$ cat config.mk
export PLATFORM = sky130hd
export DESIGN_NAME = dircc_mem_copy_master
export DESIGN_NICKNAME = d
export VERILOG_FILES = /design/src/rtl/dircc_mem_pkg.sv /design/src/rtl/dircc_mem_copy_master.sv
export SDC_FILE = /design/constraint.sdc
export NUM_CORES = 1
export LEC_CHECK = 0
export ABC_AREA = 1
export CORE_MARGIN = 1
export CORE_UTILIZATION = 37
export DETAILED_ROUTE_END_ITERATION = 10
export PLACE_DENSITY_LB_ADDON = 0.25
export SYNTH_ARGS = -nofsm -noshare
export SYNTH_HDL_FRONTEND = slang
export SYNTH_SLANG_ARGS = --single-unit
$ cat constraint.sdc
create_clock -name clk -period 4.7 [get_ports clk]
set_input_delay 0.94 -clock clk [delete_from_list [all_inputs] [get_ports clk]]
set_output_delay 0.94 -clock clk [all_outputs]
set_load 0.01 [all_outputs]
$ cat src/rtl/dircc_mem_pkg.sv
// Shared definitions for the DIRCC memory copy master: default geometry and FSM state encoding.
package dircc_mem_pkg;

    localparam int DEFAULT_ADDR_W = 14;
    localparam int DEFAULT_DEPTH  = 10240;

    typedef enum logic [2:0] {
        IDLE,
        CHECK,
        READ,
        RDATA,
        WRITE,
        FINISH
    } copy_state_t;

endpackage

$ cat src/rtl/dircc_mem_copy_master.sv
// Avalon-MM master that copies a block of 32-bit words from src to dst, one
// read/write pair per word, after rejecting out-of-range or unsafely overlapping commands.
module dircc_mem_copy_master
    import dircc_mem_pkg::*;
#(
    parameter int ADDR_W = DEFAULT_ADDR_W,
    parameter int DEPTH  = DEFAULT_DEPTH
) (
    input  logic              clk,
    input  logic              reset_n,
    input  logic              start,
    input  logic [ADDR_W-1:0] src_addr,
    input  logic [ADDR_W-1:0] dst_addr,
    input  logic [ADDR_W:0]   len,
    output logic              busy,
    output logic              done,
    output logic              error,
    output logic [ADDR_W-1:0] avm_address,
    output logic              avm_read,
    output logic              avm_write,
    output logic [3:0]        avm_byteenable,
    output logic [31:0]       avm_writedata,
    input  logic [31:0]       avm_readdata,
    input  logic              avm_waitrequest
);

    localparam logic [ADDR_W:0] DEPTH_LIM = (ADDR_W+1)'(DEPTH);
    localparam logic [ADDR_W:0] LAST_WORD = {{ADDR_W{1'b0}}, 1'b1};

    copy_state_t       state;
    logic [ADDR_W-1:0] src_ptr;
    logic [ADDR_W-1:0] dst_ptr;
    logic [ADDR_W:0]   remaining;
    logic [ADDR_W:0]   src_end;
    logic [ADDR_W:0]   dst_end;
    logic              cmd_bad;

    // Sums are one bit wider than an address so the range checks cannot wrap.
    // A destination starting inside the source range would overwrite unread words
    // of an ascending copy, so that overlap is rejected; the downward case is safe.
    assign src_end = {1'b0, src_ptr} + remaining;
    assign dst_end = {1'b0, dst_ptr} + remaining;
    assign cmd_bad = (remaining > DEPTH_LIM) ||
                     (src_end > DEPTH_LIM) ||
                     (dst_end > DEPTH_LIM) ||
                     ((dst_ptr > src_ptr) && ({1'b0, dst_ptr} < src_end));

    // avm_writedata doubles as the holding register for the word in flight.
    always_ff @(posedge clk or negedge reset_n) begin
        if (!reset_n) begin
            state          <= IDLE;
            busy           <= 1'b0;
            done           <= 1'b0;
            error          <= 1'b0;
            avm_read       <= 1'b0;
            avm_write      <= 1'b0;
            avm_address    <= '0;
            avm_byteenable <= 4'b0000;
            avm_writedata  <= '0;
            src_ptr        <= '0;
            dst_ptr        <= '0;
            remaining      <= '0;
        end else begin
            done  <= 1'b0;
            error <= 1'b0;
            case (state)
                IDLE: begin
                    if (start) begin
                        src_ptr   <= src_addr;
                        dst_ptr   <= dst_addr;
                        remaining <= len;
                        busy      <= 1'b1;
                        state     <= CHECK;
                    end
                end
                CHECK: begin
                    if (cmd_bad) begin
                        error <= 1'b1;
                        busy  <= 1'b0;
                        state <= IDLE;
                    end else if (remaining == '0) begin
                        done  <= 1'b1;
                        busy  <= 1'b0;
                        state <= FINISH;
                    end else begin
                        avm_read    <= 1'b1;
                        avm_address <= src_ptr;
                        state       <= READ;
                    end
                end
                READ: begin
                    if (!avm_waitrequest) begin
                        avm_read <= 1'b0;
                        state    <= RDATA;
                    end
                end
                RDATA: begin
                    avm_writedata  <= avm_readdata;
                    avm_write      <= 1'b1;
                    avm_byteenable <= 4'b1111;
                    avm_address    <= dst_ptr;
                    state          <= WRITE;
                end
                WRITE: begin
                    if (!avm_waitrequest) begin
                        avm_write      <= 1'b0;
                        avm_byteenable <= 4'b0000;
                        src_ptr        <= src_ptr + 1'b1;
                        dst_ptr        <= dst_ptr + 1'b1;
                        remaining      <= remaining - 1'b1;
                        if (remaining != LAST_WORD) begin
                            avm_read    <= 1'b1;
                            avm_address <= src_ptr + 1'b1;
                            state       <= READ;
                        end else begin
                            done  <= 1'b1;
                            busy  <= 1'b0;
                            state <= FINISH;
                        end
                    end
                end
                FINISH: begin
                    state <= IDLE;
                end
                default: begin
                    state <= IDLE;
                end
            endcase
        end
    end

endmodule

==> results.sh, run 1 <==
export IMPL_dpl_instance_area_sq_mm=0.00894
export IMPL_fillCellCount=2047
export IMPL_post_route_min_period_ps=3470
export IMPL_gp_congestion=0.895
export IMPL_final_common_cell="nand2_1"
export IMPL_htree_levels=3
export IMPL_finClkSkew_ps=9.60
export IMPL_fp_row_count=51
export IMPL_vias=7541
export IMPL_via_per_inst=5.19
export IMPL_grt_usage_pct=22.5
export IMPL_syn_area_per_cell_sq_um=6.93
export IMPL_fp_dieH_um=143
export IMPL_globalRouteMet1Util_pct=30.1
export IMPL_antenna_found_initial=0
export IMPL_postSynthCellCount=1065
export IMPL_synth_nets=1204
export IMPL_hold_depth=2
export IMPL_critical_path_class="flip-flop to flip-flop"
export IMPL_cp_max_fo=18
export IMPL_synth_xor_area_share_pct=1.19
export IMPL_syn_cell_area_sq_mm=0.00738
export IMPL_grt_pass1_wl_mm=35.7
export IMPL_seq_area_sq_mm=0.00243
export IMPL_boundaryPins=134
export IMPL_setup_viol=0
export IMPL_final_cell_mix="nand2_1 (340), clkdlybuf4s50_1 (132), inv_1 (116)"
export IMPL_gr_usage_met3_pct=2.78
export IMPL_yosysSeqAreaShare_pct=32.9
export IMPL_cts_setup_buffers=0
export IMPL_synth_simple_area_share_pct=32.9
export IMPL_muxShareOfSynthArea_pct=0
export IMPL_portBuffers=133
export IMPL_postLayoutCoreUtil_pct=47.4
export IMPL_cts_resized=0
export IMPL_synth_top_family_by_area="simple AND/OR/NAND/NOR gates"
export IMPL_numCtsBuffers=9
export IMPL_synth_compound_area_share_pct=14.4
export IMPL_status="finished clean"
export IMPL_max_freq_ghz=0.288
export IMPL_fin_hold_ws_ps=473
export IMPL_drt_initial_drc_count=481
export IMPL_root_buffer="clkbuf_16"
export IMPL_nets=1321
export IMPL_design_area_sq_mm=0.00926
export IMPL_cts_sinks=97
export IMPL_fp_dieArea_sq_mm=0.0205
export IMPL_end_kind="flip-flop"
export IMPL_insertedDiodeCount=0
export IMPL_p_leak_nw=4.49
export IMPL_cts_tree="yes"
export IMPL_rsz0062_at_grt="false"
export IMPL_wl_mm=22.2
export IMPL_cts_max_path_buffers=2
export IMPL_drc=0
export IMPL_syn2layout_area_growth_pct=25.5
export IMPL_start_util_pct=37.8
export IMPL_synthAdderAreaFrac_pct=10.4
export IMPL_wl_per_cell_um=15.3
export IMPL_max_vdd_ir_drop_mv=0.420
export IMPL_hp_start="avm_writedata[26]"
export IMPL_startpoint_type="flip-flop"
export IMPL_arrival_ps=3720
export IMPL_period_share_pct=73.8
export IMPL_max_cap_violations=0
export IMPL_grt_overflow=0
export IMPL_p_per_area_mw_per_mm2=862
export IMPL_ant_nets=0
export IMPL_startpoint="src_ptr[0]"
export IMPL_clk_latency_ps=370
export IMPL_synth_cell_type_count=43
export IMPL_hold_violations=0
export IMPL_slew_headroom_pct=34.9
export IMPL_worstMarginPinSlew_ps=977
export IMPL_grt_busiest_layer="met2"
export IMPL_core_area_sq_mm=0.0195
export IMPL_reg2reg_depth=22
export IMPL_dp_hpwl_mm=16.9
export IMPL_ctsHoldBuffers=0
export IMPL_final_max_slew_viol_count=0
export IMPL_crit_required_ps=4950
export IMPL_multi_input_area_sq_mm=0.00435
export IMPL_clk_pin_slew_worst_paths_ps=80
export IMPL_grtUsageMet2_pct=36.9
export IMPL_worstReg2RegStart="src_ptr[0]"
export IMPL_ys_ff_latch=97
export IMPL_first_global_vias=7123
export IMPL_finalSetupTns_ps=0
export IMPL_die_x_um=143
export IMPL_dr_pass1_iters=5
export IMPL_grt_max_degree=72
export IMPL_yosysWarnings=0
export IMPL_hold_class="flip-flop to flip-flop"
export IMPL_drive_gt1_share_pct=4.04
==> sequential cells by signal (all words and copies together), names as in the netlist <==
register,cells
avm_writedata,32
remaining,15
avm_address,14
dst_ptr,14
src_ptr,14
state,3
avm_byteenable,1
avm_read,1
busy,1
done,1
error,1
==> layer usage <==
metal  share of wire, %  routed length [um]  vias to the layer above
li1                   -                   -                     3778
met1                 46               10200                     3536
met2                 46               10300                      189
met3                4.9                1100                       38
met4                2.6                 580                        0
met5                  0                   0                        -
==> stage by stage <==
| stage | cells | power [mW] | setup slack (ps) |
|---|---|---|---|
| floorplan | 1065 | 5.55 | 1690 |
| global placement | 1436 | 7.07 | 1330 |
| detailed placement | 1436 | 7.14 | 1240 |
| CTS | 1452 | 7.99 | 1230 |
| global route | 1452 | 8.88 | 883 |
| finish | 1452 | 7.99 | 1230 |
==> worst max-delay path, stage by stage, from the launching register on <==
cell,delay [ps]
dfrtp_1,470
ha_1,280
fa_1,420
nand3_1,140
nand2_2,90
nand2_2,70
nand2_1,60
nand2_1,70
nand2_2,50
ha_1,280
nand2_1,70
inv_1,50
nand3_1,60
a21oi_1,120
o21ai_0,100
o211ai_1,110
nand4_1,120
nand2_1,100
nand3_2,120
nand2_4,200
nand3_4,190
nand2_1,120
nand2_1,60
==> power by group <==
group	switching [mW]	internal, mW
registers	0.515	1.26
clock network	0.378	0.430
logic	3.26	2.15
total	4.15	3.83
==> synthesized netlist by cell type (all sizes together) <==
master	n	area [sq um]
a21o	1	7.51
nand3	71	383
fa	2	40.0
xnor2	6	52.6
or2	1	6.26
a211oi	7	52.6
nor3	11	70.1
nor4	1	6.26
o21a	2	15.0
xor2	4	35.0
a31oi	17	106
and2	5	31.3
nand2	347	1330
o221ai	14	123
nand3b	5	37.5
nand4	34	213
a21oi	55	283
o31ai	2	15.0
buf	13	81.3
o41ai	1	16.3
a22oi	9	67.6
ha	58	726
nor2	91	357
dfrtp	97	2430
o211ai	8	60.1
clkinv	1	3.75
clkbuf	21	78.8
o22ai	5	31.3
inv	119	447
o21ai	57	285
==> cell type report <==
type / count / area share [%]
clock inverters: 7 / 1.03
repair buffers: 140 / 14.9
multi-input cells: 814 / 47.0
inverters: 120 / 4.86
flip-flops and latches: 97 / 26.2
clock buffers: 9 / 2.43
well taps: 265 / 3.58
==> path summary, 6_finish.rpt <==
check / endpoint / slack [ps]
max: avm_address[6] / 1230
min: avm_writedata[26] / 470
max reg2reg: avm_address[6] / 1230
min reg2reg: avm_writedata[26] / 470
max in group asynchronous: src_ptr[9] / 2990
min in group asynchronous: avm_writedata[11] / 710
==> logic make-up (layout without fill, tap and decap cells) <==
| kind of cell | Yosys count | count (layout) |
|---|---|---|
| compound gates | 178 | 178 |
| xor+xnor | 10 | 10 |
| fa+ha+maj | 60 | 60 |
| buf+inv | 154 | 276 |
| flops | 97 | 97 |
| simple gates | 566 | 566 |
Power figures use the tool's default switching activity.
==> run 2: changes to the inputs <==
==> constraint.sdc (replaced) <==
create_clock -name clk -period 3.3 [get_ports clk]
set_input_delay 0.66 -clock clk [delete_from_list [all_inputs] [get_ports clk]]
set_output_delay 0.66 -clock clk [all_outputs]
set_load 0.01 [all_outputs]
==> run 2 against run 1 <==
  * Maximum frequency increased by 12%
  * Largest power group unchanged
  * Non-clock buffer count increased by 19
  * Register-to-register slack got worse by 1000 ps
  * Via count increased by 1.3%
  * Critical path type unchanged
  * Critical path depth decreased by 5
  * Critical endpoint is now avm_address[8]
  * Highest routed layer unchanged
  * Final area increased by 3.0%
==> results.sh, run 2 (synthesis gave the netlist of run 1 again) <==
export IMPL_startpoint="remaining[0]"
export IMPL_seq_area_sq_mm=0.00243
export IMPL_portBuffers=133
export IMPL_end_kind="flip-flop"
export IMPL_design_area_sq_mm=0.00954
export IMPL_worst_slack_ps=216
export IMPL_hold_violations=0
export IMPL_arrival_ps=3380
export IMPL_slew_headroom_pct=43.5
export IMPL_final_common_cell="nand2_1"
export IMPL_largest_reg_flops=32
export IMPL_p_per_area_mw_per_mm2=1240
export IMPL_fp_dieArea_sq_mm=0.0205
export IMPL_worstMarginPinSlew_ps=848
export IMPL_cp_max_fo=8
export IMPL_critical_path_class="flip-flop to flip-flop"
export IMPL_numCtsBuffers=9
export IMPL_dpl_instance_area_sq_mm=0.00907
export IMPL_period_share_pct=93.5
export IMPL_die_x_um=143
export IMPL_p_total_mw=11.8
export IMPL_clk_latency_ps=360
export IMPL_antenna_found_initial=0
export IMPL_worstReg2RegStart="remaining[0]"
export IMPL_setup_viol=0
export IMPL_nets=1342
export IMPL_final_cell_mix="nand2_1 (332), clkdlybuf4s50_1 (132), inv_1 (116)"
export IMPL_fillCellCount=1987
export IMPL_drive_gt1_share_pct=7.12
export IMPL_boundaryPins=134
export IMPL_via_per_inst=5.19
export IMPL_wl_mm=23.2
export IMPL_gp_congestion=0.893
export IMPL_multi_input_area_sq_mm=0.00451
export IMPL_first_global_vias=7236
export IMPL_drc=0
export IMPL_core_area_sq_mm=0.0195
export IMPL_grt_pass1_wl_mm=36.5
export IMPL_final_max_slew_viol_count=0
export IMPL_dr_pass1_iters=5
export IMPL_p_leak_nw=4.57
export IMPL_cts_max_path_buffers=2
export IMPL_drt_initial_drc_count=576
export IMPL_crit_required_ps=3590
export IMPL_hold_class="primary input to async pin"
export IMPL_syn2layout_area_growth_pct=29.2
export IMPL_cts_tree="yes"
export IMPL_dp_hpwl_mm=17.5
export IMPL_reg_top3="avm_writedata x32, remaining x15"
export IMPL_startpoint_type="flip-flop"
export IMPL_clk_pin_slew_worst_paths_ps=70
export IMPL_max_vdd_ir_drop_mv=0.516
export IMPL_grt_max_degree=73
export IMPL_finClkSkew_ps=7.59
export IMPL_htree_levels=3
export IMPL_place_ws_ps=2.91
export IMPL_insertedDiodeCount=0
export IMPL_cts_sinks=97
export IMPL_grt_overflow=0
export IMPL_grt_usage_pct=23.2
export IMPL_fp_row_count=51
export IMPL_max_freq_ghz=0.324
export IMPL_root_buffer="clkbuf_16"
export IMPL_postLayoutCoreUtil_pct=48.9
export IMPL_fp_dieH_um=143
export IMPL_start_util_pct=37.8
export IMPL_vias=7640
export IMPL_status="finished clean"
export IMPL_post_route_min_period_ps=3080
export IMPL_wl_per_cell_um=15.8
export IMPL_dp_cells=1452
export IMPL_max_cap_violations=0
export IMPL_top_register="avm_writedata"
export IMPL_ant_nets=0
export IMPL_finalNonFillerCells=1473
run 2: worst paths after layout:
check                           slack (ps)                 to  cells past startpoint
worst max-delay path                   220     avm_address[8]                     17
worst min-delay path                   220  avm_writedata[11]                      1
worst max register to register         220     avm_address[8]                     17
worst min register to register         470  avm_writedata[16]                      2
max in group asynchronous             2350         src_ptr[1]                      2
min in group clk                       470  avm_writedata[16]                      2
run 2: power breakdown:
part | total, mW | internal [mW] | switching [mW]
Clock | 1.03 | 0.537 | 0.490
Combinational | 8.33 | 3.37 | 4.96
Sequential | 2.47 | 1.80 | 0.671
run 2: critical path: stages (launching register included):
cell and delay (ps):
dfrtp_1 420, buf_4 170, ha_1 220, fa_1 450, nand3_1 100, nand2_1 120
nand3_1 110, nand2_1 100, xnor2_1 150, nand3_1 80, nor2_1 150, nand3_1 100
nand2_1 170, nand3_4 150, buf_4 190, nand2_4 100, nand4_1 110, nand2_1 110
run 2: cell type report:
type                    instances  share of cell area (%)
clock inverters                 5                   0.407
flip-flops and latches         97                    25.4
inverters                     120                    4.72
multi-input cells             816                    47.3
well taps                     265                    3.48
repair buffers                159                    16.1
clock buffers                  11                    2.54
run 2: through the flow:
step | hold slack (ps) | TNS, ps
finish | 218 | 0
detailed placement | 457 | 0
global route | 237 | -124
floorplan | 364 | 0
global placement | 453 | 0
CTS | 219 | 0
run 2: repair_timing:
| item | in CTS | in global routing |
|---|---|---|
| resized for setup | 0 | 26 |
| hold buffers | 0 | 0 |
| endpoints found under the hold margin | 0 | 0 |
| setup buffers | 0 | 3 |
| endpoints found under the setup margin | 0 | 18 |
run 2: metal layers:
metal / share of wire [%] / track usage (%) / vias up
li1: - / - / 3841
met1: 46 / 31.1 / 3544
met2: 47 / 38.3 / 219
met3: 4.8 / 3.09 / 36
met4: 2.1 / 7.73 / 0
met5: 0 / 0 / -
==> run 3: changes to the inputs <==
--- a/config.mk
+++ b/config.mk
@@ -8,8 +8,10 @@
 export ABC_AREA = 1
 export CORE_MARGIN = 1
 export CORE_UTILIZATION = 37
+export CTS_CLUSTER_SIZE = 40
 export DETAILED_ROUTE_END_ITERATION = 10
 export PLACE_DENSITY_LB_ADDON = 0.25
 export SYNTH_ARGS = -nofsm -noshare
 export SYNTH_HDL_FRONTEND = slang
 export SYNTH_SLANG_ARGS = --single-unit
+export TNS_END_PERCENT = 5
==> run 3 against run 2 <==
  * Clock power hardly changed
  * Combinational power is 0.6% lower
  * Maximum frequency barely moved
  * Final area is 0.13% lower
  * Utilization decreased by 0.064 points
  * Via count shrank 0.54%
  * Largest power group unchanged
==> results.sh, run 3 (synthesis gave the netlist of run 1 again) <==
export IMPL_hold_violations=0
export IMPL_final_common_cell="nand2_1"
export IMPL_nets=1342
export IMPL_fp_row_count=51
export IMPL_ant_nets=0
export IMPL_grt_busiest_layer="met2"
export IMPL_p_per_area_mw_per_mm2=1240
export IMPL_fp_dieH_um=143
export IMPL_first_global_vias=7236
export IMPL_cp_max_fo=8
export IMPL_end_kind="flip-flop"
export IMPL_startpoint_type="flip-flop"
export IMPL_gp_congestion=0.893
export IMPL_portBuffers=133
export IMPL_worstMarginPinSlew_ps=859
export IMPL_crit_chain="buf_4 -> ha_1 -> fa_1 -> nand3_1 -> nand2_1 -> xor2_1 -> nor3_1 -> nand3_1 -> nor2_1 -> nand3_1 -> nand2_1 -> nand3_4 -> buf_4 -> nand2_4 -> nand4_1 -> nand2_1"
export IMPL_vias=7599
export IMPL_cts_max_path_buffers=2
export IMPL_final_max_slew_viol_count=0
export IMPL_drc=0
export IMPL_grt_max_degree=73
export IMPL_dp_hpwl_mm=17.5
export IMPL_hold_class="primary input to async pin"
export IMPL_post_route_min_period_ps=3080
export IMPL_drive_gt1_share_pct=7.04
export IMPL_status="finished clean"
export IMPL_cp_num_buf_inv=2
export IMPL_cts_tree="yes"
export IMPL_fillCellCount=1986
export IMPL_core_area_sq_mm=0.0195
export IMPL_setup_viol=0
export IMPL_grt_usage_pct=23.2
export IMPL_numCtsBuffers=9
export IMPL_die_x_um=143
export IMPL_start_util_pct=37.8
export IMPL_clk_latency_ps=360
export IMPL_syn2layout_area_growth_pct=29.1
export IMPL_reg2reg_depth=16
export IMPL_largest_reg_flops=32
export IMPL_htree_levels=3
export IMPL_clk_pin_slew_worst_paths_ps=70
export IMPL_max_freq_ghz=0.324
export IMPL_crit_family="simple AND/OR/NAND/NOR gates"
export IMPL_gr_usage_met3_pct=3.09
export IMPL_top_register="avm_writedata"
export IMPL_slew_headroom_pct=42.7
export IMPL_insertedDiodeCount=0
export IMPL_finalSetupTns_ps=0
export IMPL_grt_pass1_wl_mm=36.5
export IMPL_finClkSkew_ps=10.4
export IMPL_multi_input_area_sq_mm=0.00450
export IMPL_boundaryPins=134
export IMPL_p_leak_nw=4.57
export IMPL_max_cap_violations=0
export IMPL_fp_dieArea_sq_mm=0.0205
export IMPL_wl_per_cell_um=15.7
export IMPL_cp_slowest_cell="fa_1"
export IMPL_final_cell_mix="nand2_1 (332), clkdlybuf4s50_1 (132), inv_1 (116)"
export IMPL_grtUsageMet2_pct=38.3
export IMPL_crit_required_ps=3590
export IMPL_globalRouteMet1Util_pct=31.1
export IMPL_grt_overflow=0
export IMPL_arrival_ps=3370
export IMPL_worst_path_stages=16
export IMPL_max_vdd_ir_drop_mv=0.519
export IMPL_seq_area_sq_mm=0.00243
export IMPL_critPathMaxStageDelay_ps=450
export IMPL_rsz0062_at_grt="true"
export IMPL_root_buffer="clkbuf_16"
export IMPL_antenna_found_initial=0
export IMPL_reg_top3="avm_writedata x32, remaining x15"
export IMPL_cts_sinks=97
export IMPL_dr_pass1_iters=5
export IMPL_drt_initial_drc_count=574
export IMPL_p_total_mw=11.8
export IMPL_period_share_pct=93.4
export IMPL_wl_mm=23.2
export IMPL_via_per_inst=5.16
export IMPL_critical_path_class="flip-flop to flip-flop"
run 3: cell type report:
class / count / share of cell area, %
clock buffers: 11 / 2.55
well taps: 265 / 3.48
clock inverters: 5 / 0.407
repair buffers: 159 / 16.1
inverters: 120 / 4.73
flip-flops and latches: 97 / 25.5
multi-input cells: 816 / 47.2
run 3: path summary, 6_finish.rpt:
| path | slack, ps | endpoint | from |
|---|---|---|---|
| setup reg to reg | 220 | avm_address[8] | remaining[0] |
| max in group asynchronous | 2360 | src_ptr[1] | reset_n |
| hold / removal | 220 | avm_writedata[11] | reset_n |
| hold reg to reg | 470 | avm_writedata[16] | avm_writedata[16] |
| min in group clk | 470 | avm_writedata[16] | avm_writedata[16] |
| setup / recovery | 220 | avm_address[8] | remaining[0] |
run 3: worst register-to-register path: cells and delay by family, from the launching register on:
kind,cells,cell delay [ps]
and+or+nand+nor,11,1390
adders and majority gates,2,670
DFF,1,420
buffers and inverters,2,360
xor gates and xnor gates,1,170
run 3: layer usage:
layer | wire, um | share of wire, %
met3 | 1230 | 5.3
met5 | 0 | 0
met1 | 10600 | 46
met4 | 499 | 2.2
met2 | 10900 | 47
run 3: what timing repair did:
item | in CTS | in global routing
gates resized for setup | 0 | 25
setup endpoints to repair | 0 | 18
buffers inserted | 0 | 3
hold buffers | 0 | 0
run 3: power breakdown:
part / leakage [nW] / internal (mW) / switching [mW] / total, mW
clock network: 0.136 / 0.537 / 0.493 / 1.03
logic: 3.29 / 3.34 / 4.94 / 8.28
registers: 1.15 / 1.80 / 0.670 / 2.47
run 3: metrics by stage:
stage | utilization [%] | instances | hold slack, ps | setup slack, ps | instance area (sq um)
after floorplan | - | 1065 | 364 | 288 | 7380
after global placement | 46.5 | 1452 | 453 | 83.6 | 9070
after detailed placement | 46.5 | 1452 | 457 | 2.91 | 9070
after CTS | 47.9 | 1468 | 219 | 1.38 | 9360
after global routing | 48.8 | 1473 | 237 | -28.2 | 9530
final | 48.8 | 1473 | 216 | 218 | 9530
